File: src/rtl/regbank_scb.sv
// regbank_scb: parametrised register bank with bypass, busy scoreboard and stream dump engine
module regbank_scb #(
    parameter int DW = 16,
    parameter int NREG = 8,
    parameter int AW = $clog2(NREG),
    parameter int ZERO_REG = 1,
    parameter int BYPASS = 1
) (
    input  logic          clk,
    input  logic          reset,
    input  logic [AW-1:0] sr1,
    input  logic [AW-1:0] sr2,
    output logic [DW-1:0] rdData1,
    output logic [DW-1:0] rdData2,
    output logic          rdBusy1,
    output logic          rdBusy2,
    input  logic          write,
    input  logic [AW-1:0] dr,
    input  logic [DW-1:0] wrData,
    input  logic          issue,
    input  logic [AW-1:0] issueDr,
    input  logic          dumpStart,
    input  logic          dumpReady,
    output logic          dumpValid,
    output logic [AW-1:0] dumpIdx,
    output logic [DW-1:0] dumpData,
    output logic          dumpDone
);
    typedef enum logic [1:0] {IDLE, SCAN, DONE} state_t;
    state_t state;
    logic [DW-1:0] regs [NREG];
    logic [NREG-1:0] busy;
    logic wr_ok, iss_ok, z1, z2, fwd1, fwd2;
    assign wr_ok = write && !(ZERO_REG != 0 && dr == '0);
    assign iss_ok = issue && !(ZERO_REG != 0 && issueDr == '0);
    assign z1 = ZERO_REG != 0 && sr1 == '0;
    assign z2 = ZERO_REG != 0 && sr2 == '0;
    assign fwd1 = BYPASS != 0 && wr_ok && dr == sr1;
    assign fwd2 = BYPASS != 0 && wr_ok && dr == sr2;
    assign rdData1 = z1 ? '0 : fwd1 ? wrData : regs[sr1];
    assign rdData2 = z2 ? '0 : fwd2 ? wrData : regs[sr2];
    assign rdBusy1 = !z1 && !fwd1 && busy[sr1];
    assign rdBusy2 = !z2 && !fwd2 && busy[sr2];
    // dump shows committed contents, so a write lands on the beat the cycle after
    assign dumpData = dumpValid ? regs[dumpIdx] : '0;
    always_ff @(posedge clk or negedge reset) begin
        if (!reset) begin
            for (int i = 0; i < NREG; i++) regs[i] <= '0;
            busy <= '0;
        end else begin
            if (wr_ok) begin
                regs[dr] <= wrData;
                busy[dr] <= 1'b0;
            end
            if (iss_ok) busy[issueDr] <= 1'b1;
        end
    end
    always_ff @(posedge clk or negedge reset) begin
        if (!reset) begin
            state <= IDLE;
            dumpValid <= 1'b0;
            dumpIdx <= '0;
            dumpDone <= 1'b0;
        end else begin
            case (state)
                IDLE: if (dumpStart) begin
                    state <= SCAN;
                    dumpValid <= 1'b1;
                    dumpIdx <= '0;
                end
                SCAN: if (dumpReady) begin
                    if (dumpIdx == AW'(NREG - 1)) begin
                        state <= DONE;
                        dumpValid <= 1'b0;
                        dumpDone <= 1'b1;
                    end else begin
                        dumpIdx <= dumpIdx + 1'b1;
                    end
                end
                default: begin
                    state <= IDLE;
                    dumpDone <= 1'b0;
                end
            endcase
        end
    end
endmodule

File: config.mk
export PLATFORM = sky130hd
export DESIGN_NAME = regbank_scb
export DESIGN_NICKNAME = d
export VERILOG_FILES = /design/src/rtl/regbank_scb.sv
export SDC_FILE = /design/constraint.sdc
export NUM_CORES = 1
export LEC_CHECK = 0
export CORE_MARGIN = 2
export CORE_UTILIZATION = 60
export CTS_BUF_LIST = sky130_fd_sc_hd__clkbuf_4 sky130_fd_sc_hd__clkbuf_8
export CTS_CLUSTER_DIAMETER = 40
export CTS_CLUSTER_SIZE = 16
export DETAILED_ROUTE_END_ITERATION = 8
export MAX_ROUTING_LAYER = met4
export PLACE_DENSITY_LB_ADDON = 0.1
export SETUP_SLACK_MARGIN = 0.3
export SLEW_MARGIN = 20
export SYNTH_ARGS = -nofsm -noshare
export SYNTH_HDL_FRONTEND = slang
export SYNTH_SLANG_ARGS = --single-unit
File: constraint.sdc
create_clock -name clk -period 2.7 [get_ports clk]
set_clock_uncertainty 0.05 [all_clocks]
set_input_delay 0.405 -clock clk [delete_from_list [all_inputs] [get_ports clk]]
set_output_delay 0.405 -clock clk [all_outputs]
set_load 0.02 [all_outputs]
==> impl_metrics.tcl <==
set metrics [dict create \
    slew_headroom 0.6178 \
    cp.required_ns 2.25 \
    p_switching_mw 3.095 \
    nets 837 \
    run_status "finished, final reports clean" \
    initial_core_util 0.6105 \
    reg2regPathDepth 8 \
    synth_xor_area_frac 0.003978 \
    grt_first_pass_wirelength_um 38670 \
    p_sw_frac 0.3447 \
    irDropWorstVdd_mv 0.5486 \
    synth_edf_count 0 \
    synth_simple_gate_area_frac 0.05428 \
    n_antenna_cell 0 \
    multi_input_area_um2 4920 \
    crit_path_top_delay_cell "dfrtp_2" \
    power.leakage_nw 4.583 \
    numClockSinks 142 \
    regArea_um2 3556 \
    power.share.clock 0.218 \
    worstSetupStartpointType "register" \
    min_period_ns 2.590 \
    io_buffers 88 \
    muxShareOfSynthArea 0.4133 \
    rows 44 \
    drive_gt1_frac 0.4386 \
    dp_slack_ns -0.5070 \
    hp-class "reg -> reg" \
    combPwrFrac 0.441 \
    critPathMaxStageDelay_ns 0.50 \
    clock_latency_ns 0.45 \
    synth_top_family_by_area "multiplexers" \
    ys_top_cells_by_area "dfrtp_1 (40%), mux4_2 (17%), mux2_2 (14%), mux2i_1 (10%), a21oi_1 (3.5%)" \
    first_pass_iters 5 \
    drt_iter0_drc 633 \
    syn_nets 734 \
    vias 6692 \
    tightest_slew_ns 0.5732 \
    layout_commonest_cell "dfrtp_1" \
    max-cap-violations 0 \
    fin_ws_ns 0.1096 \
    synthAdderAreaFrac 0.002842 \
    grt_max_degree 60 \
    path_clk_slew_ns 0.08 \
    core-area_um2 14420 \
    ys_ff_latch 142 \
    die_w_um 125.1 \
    final_cell_mix "dfrtp_1 (140), mux2_2 (113), mux2i_1 (83), buf_4 (69), mux4_2 (66)" \
    powerDensity_nw_per_um2 837.9 \
    syn_area_um2 8806 \
    slew_violations 0 \
    post_drt_wl_per_cell_um 24.35 \
    fmax_ghz 0.3860 \
    cts_tree "built" \
    fillCellCount 990 \
    end_kind "output port" \
    final.period_utilization 0.9594 \
    pin_count 89 \
    placed_cells 955 \
    dpl.hpwl_um 16000 \
    power_frac_seq 0.341 \
    hold_violations 0 \
    grtUsageTotal 0.3313 \
    p_int_mw 5.883 \
    cts_buffer_depth 2 \
    grt_overflow_total 0 \
    synth_top_cell_area_share 0.4035 \
    synth_compound_area_frac 0.07644 \
    crit_chain "buf_12 -> buf_16 -> mux4_2 -> mux2i_1 -> nor2b_1 -> buf_2" \
    numCtsBuffers 17 \
    synthCells 698 \
    utilization 0.7429 \
    die-area_um2 15660 \
    wl_um 24300 \
    htree_num_levels 4 \
    ctsRootBufferMaster "clkbuf_8" \
    first_global_vias 6906 \
    grt_setup_unrepaired "true" \
    stdcell_count 998 \
    syn_area_per_cell_um2 12.62 \
    arrival_ns 2.14 \
    antenna_found_initial 0 \
    synthFlopType "dfrtp_1" \
    ys_seq_area_frac 0.4035 \
    route.detailed.drc 0 \
    cp_max_fo 5 \
    yosysUniqueCellTypes 34 \
    min_path_cells 0 \
    ant_nets 0 \
    synthArstFlopShare 1.000 \
    place_congestion 0.9182 \
    path_class "reg -> out" \
    setup_viol 0 \
    via_per_inst 6.705 \
    finalPower_mw 8.978 \
    yosys.area.top_type "dfrtp_1" \
    die_y_um 125.1 \
    syn_to_final_growth_pct 21.68 \
    synth_warnings 0 \
]
stage by stage:
stage | cell area, um2 | hold slack, ns | setup TNS (ns)
after floorplan | 8806 | 0.05941 | 0
after global placement | 10190 | 0.3105 | -11.37
after detailed placement | 10190 | 0.3135 | -14.35
after CTS | 10630 | 0.3319 | 0
after global routing | 10720 | 0.3417 | -0.03217
final | 10720 | 0.3275 | 0
power by group through the flow:
| stage | logic, mW | registers, mW | clock network (mW) |
|---|---|---|---|
| after floorplan | 2.45 | 2.93 | 0 |
| after global placement | 3.65 | 3.00 | 0 |
| after detailed placement | 3.76 | 3.05 | 0 |
| after CTS | 3.87 | 3.03 | 1.99 |
| after global routing | 4.19 | 3.11 | 2.09 |
| final | 3.96 | 3.06 | 1.96 |
cells in the mapped netlist (2+ instances only):
master and instances:
dfrtp_1 142, mux2_2 113, mux2i_1 88, mux4_2 66, a21oi_1 62, nand2_1 43, clkbuf_1 36, a211oi_1 30
buf_2 30, nor2b_1 17, nor2_1 8, buf_4 7, a22o_1 5, nand3_1 5, nand4b_1 5, inv_1 4
nand2b_1 4, o21ai_0 4, xnor2_1 4, a21oi_4 2, a31oi_1 2, buf_1 2, buf_8 2, ha_1 2
nand3b_1 2, nor4bb_1 2, o22ai_1 2, or3_1 2, or3_4 2
path summary, 6_finish.rpt:
kind / from / end / slack, ns
worst max-delay path: dumpIdx[0] / dumpData[12] / 0.11
worst min-delay path: regs[115] / regs[115] / 0.33
worst max register to register: dumpIdx[0] / dumpIdx[0] / 0.52
worst min register to register: regs[115] / regs[115] / 0.33
max in group asynchronous: reset / regs[64] / 1.39
min in group asynchronous: reset / regs[99] / 0.44
registers in the layout, indices dropped and copies added (netlist names):
register / count
regs: 128
busy: 7
dumpIdx: 3
state: 2
dumpDone: 1
dumpValid: 1
layout make-up:
cell class                 count  area share
timing repair buffer         162      0.1428
clock buffer                  23     0.02896
tap                          184     0.02149
sequential                   142      0.3319
clock inverter                 9     0.01436
multi-input combinational    474      0.4591
inverter                       4    0.001401
layer usage:
metal	part of all wire	up-vias	GRT usage
li1	-	2856	-
met1	0.40	3421	0.4259
met2	0.50	351	0.5214
met3	0.071	64	0.07060
met4	0.027	0	0.1301
met5	0	-	-
logic make-up after synthesis:
logic type                 after synthesis
DFF                                    142
AOI/OAI and AO/OA                      109
xor gates and xnor gates                 4
muxes                                  267
and+or+nand+nor                         92
adders and majority gates                2
buffers and inverters                   82
what timing repair did:
action | 4_1_cts | 5_1_grt
endpoints found under the hold margin | 57 | 0
buffers inserted | 7 | 0
gates cloned | 3 | 0
resized for setup | 232 | 34
setup endpoints to repair | 51 | 38
pin swaps | 6 | 2
hold buffers | 1 | 0
worst max-delay path, delay by kind of cell, from the launching register on:
family	cells	cell delay, ns
muxes	2	0.66
DFF	1	0.50
buffers and inverters	3	0.43
and+or+nand+nor	1	0.08
(Power assumes the default switching activity.)
==> variant, RTL diff (same flow settings) <==
`NREG`: 8 -> 16.
--- a/src/rtl/regbank_scb.sv
+++ b/src/rtl/regbank_scb.sv
@@ -1,7 +1,7 @@
 // regbank_scb: parametrised register bank with bypass, busy scoreboard and stream dump engine
 module regbank_scb #(
     parameter int DW = 16,
-    parameter int NREG = 8,
+    parameter int NREG = 16,
     parameter int AW = $clog2(NREG),
     parameter int ZERO_REG = 1,
     parameter int BYPASS = 1
Interface: changed (5 resized); port bits go from 89 to 94. The function was not compared with the original's and may differ.
==> variant against the unedited design <==
The run now ends with setup timing left. Core utilization grew 3.9 points. Wire length increased to 2.5 times the old value. Cell count rose by 96%. Hold slack got worse by 0.022 ns. Sequential share of layout area fell by 1.9 points. Sequential cell count grew 137. First-iteration DRC count rose to 3.3 times the old value. Sequential power up 100%. Global-route usage is 9.1 points higher. Area after synthesis is 97% higher. Design area is 110% higher. Total power up 110%. Worst setup slack got worse by 0.37 ns. Critical endpoint is now dumpData[5].
==> variant: results (changes against the unedited design) <==
- Routed WL: 61400 µm (was 24300 µm)
- Layout cells sized above 1: 55.6% (was 43.9%)
- Post-Synth XOR/XNOR Area: 0.455% (was 0.398%)
- Gpl congestion: 0.972 (was 0.918)
- Setup violations, final: 18 (was 0)
- Worst hold path type: in -> async (was reg -> reg)
- Failing checks: setup timing
- First-pass GRT wire length: 92100 µm (was 38700 µm)
- Post-synth net total: 1335 (was 734)
- Post-synthesis mux area share: 43.1% (was 41.3%)
- Top flop regs: regs (256), busy (15), dumpIdx (4) (was regs (128), busy (7), dumpIdx (3))
- Worst Tran Pin Value: 0.530 ns (was 0.573 ns)
- GRT Total Usage: 42.3% (was 33.1%)
- Top-count cell post-synth: dfrtp_1 (unchanged)
- M1 WL: 23600 µm (was 9770 µm)
- DP HPWL: 40400 µm (was 16000 µm)
- 1st-pass router iterations: 5 (unchanged)
- Number of nets in the final layout: 1576 (was 837)
- Status: finished, violations left (was complete, no violations)
- TritonCTS Buffers: 47 (was 17)
- Final cell count without fillers: 1960 (was 998)
- Port bufs: 93 (was 88)
- Worst reg2reg setup slack: 0.57 ns (was 0.52 ns)
- CP arrival: 2.51 ns (was 2.14 ns)
- Via count: 14300 (was 6692)
- Iter 0 DRT Violations: 2119 (was 633)
- Clk_lat worst skew: 0.59 ns (was 0.45 ns)
- Largest net degree at the start of global routing: 65 (was 60)
- PnR worst setup slack: -0.262 ns (was 0.110 ns)
- Yosys cell types: 43 (was 34)
- CTS max path bufs: 3 (was 2)
- Worst Path Max Fanout: 6 (was 5)
- Syn Area/Cell: 13.4 µm² (was 12.6 µm²)
- Max H-tree Level: 2 (was 4)
- Top cells by area, synth: dfrtp_1, mux4_2, mux2_2 (unchanged)
- Final Hold Slack: 0.305 ns (was 0.327 ns)
- Sequential area share after synthesis: 40.3% (was 40.4%)
- VDD IR-drop max: 442 µV (was 549 µV)
- Fillers: 1757 (was 990)
- Synth Area in Adders: 0.0722% (was 0.284%)
- Switch Pwr: 6.76 mW (was 3.10 mW)
## variant: cell types whose count changed in the layout (fill, tap and decap cells not counted), sizes merged, moves of 22 or more
cell / delta
mux2: +129
mux4: +70
a31oi: +28
a21oi: -59
nand3: +28
nand2: -28
clkbuf: +28
buf: +180
o31ai: +35
dfrtp: +137
o22ai: +79
mux2i: +77
o21ai: +22
## variant: critical path, stage by stage (launching register included)
cell	delay [ns]
dfrtp_4	0.47
buf_12	0.16
buf_12	0.14
mux4_2	0.51
mux2i_1	0.22
o22ai_1	0.12
buf_4	0.19
buf_6	0.13
## variant: power by group through the flow
stage / registers, mW / clock network, mW / logic (mW)
final: 6.12 / 4.89 / 7.87
after global routing: 6.22 / 5.10 / 8.18
after CTS: 6.05 / 4.91 / 7.62
after detailed placement: 6.14 / 0 / 7.18
after global placement: 6.06 / 0 / 7.09
after floorplan: 5.80 / 0 / 4.48
## variant: timing repair
item / in CTS / in global routing
cloned: 3 / 0
setup endpoints to repair: 52 / 51
endpoints found under the hold margin: 57 / 0
pin swaps: 57 / 14
setup buffers: 27 / 3
hold buffers: 1 / 0
gates resized for setup: 405 / 21
## variant: cell families after synthesis
family          count (synthesis)
flops                         279
fa+ha+maj                       1
simple gates                  101
compound gates                210
mux                           543
xor+xnor                        9
buf+inv                       153
## variant: final cells by class
class                      count  area [µm²]  share of cell area [%]
multi-input combinational    864       10200                    45.8
sequential                   279        6990                    31.3
timing repair buffer         342        3410                    15.3
clock buffer                  54         731                    3.27
clock inverter                34         482                    2.16
tap                          384         480                    2.15
inverter                       3        11.3                  0.0504
## variant: path summary, 6_finish.rpt
check,startpoint,end,depth (start not counted)
min reg2reg,regs[254]$_DFFE_PN0P_,regs[254]$_DFFE_PN0P_,0
max in group asynchronous,reset,regs[96]$_DFFE_PN0P_,3
min,reset,regs[67]$_DFFE_PN0P_,2
min in group clk,dumpStart,dumpIdx[3]$_DFFE_PN0P_,2
max reg2reg,dumpIdx[1]$_DFFE_PN0P_,dumpIdx[0]$_DFFE_PN0P_,6
max,dumpIdx[0]$_DFFE_PN0P_,dumpData[5],7
## variant: metrics by stage
step	setup slack [ns]	util, %	area (µm²)	power, mW	TNS [ns]
2_1_floorplan	0.285	-	17400	10.3	0
3_3_place_gp	-0.782	70.7	20200	13.1	-22.69
3_5_place_dp	-0.801	70.7	20200	13.3	-23.06
4_1_cts	-0.211	77.8	22200	18.6	-2.61
5_1_grt	-0.297	78.2	22300	19.5	-3.85
6_report	-0.262	78.2	22300	18.9	-2.74
## variant: layer usage
| metal | global-route usage (%) | vias up |
|---|---|---|
| met5 | - | - |
| met2 | 60.5 | 1126 |
| met3 | 11.2 | 244 |
| met4 | 16.4 | 0 |
| li1 | - | 5600 |
| met1 | 58.1 | 7311 |
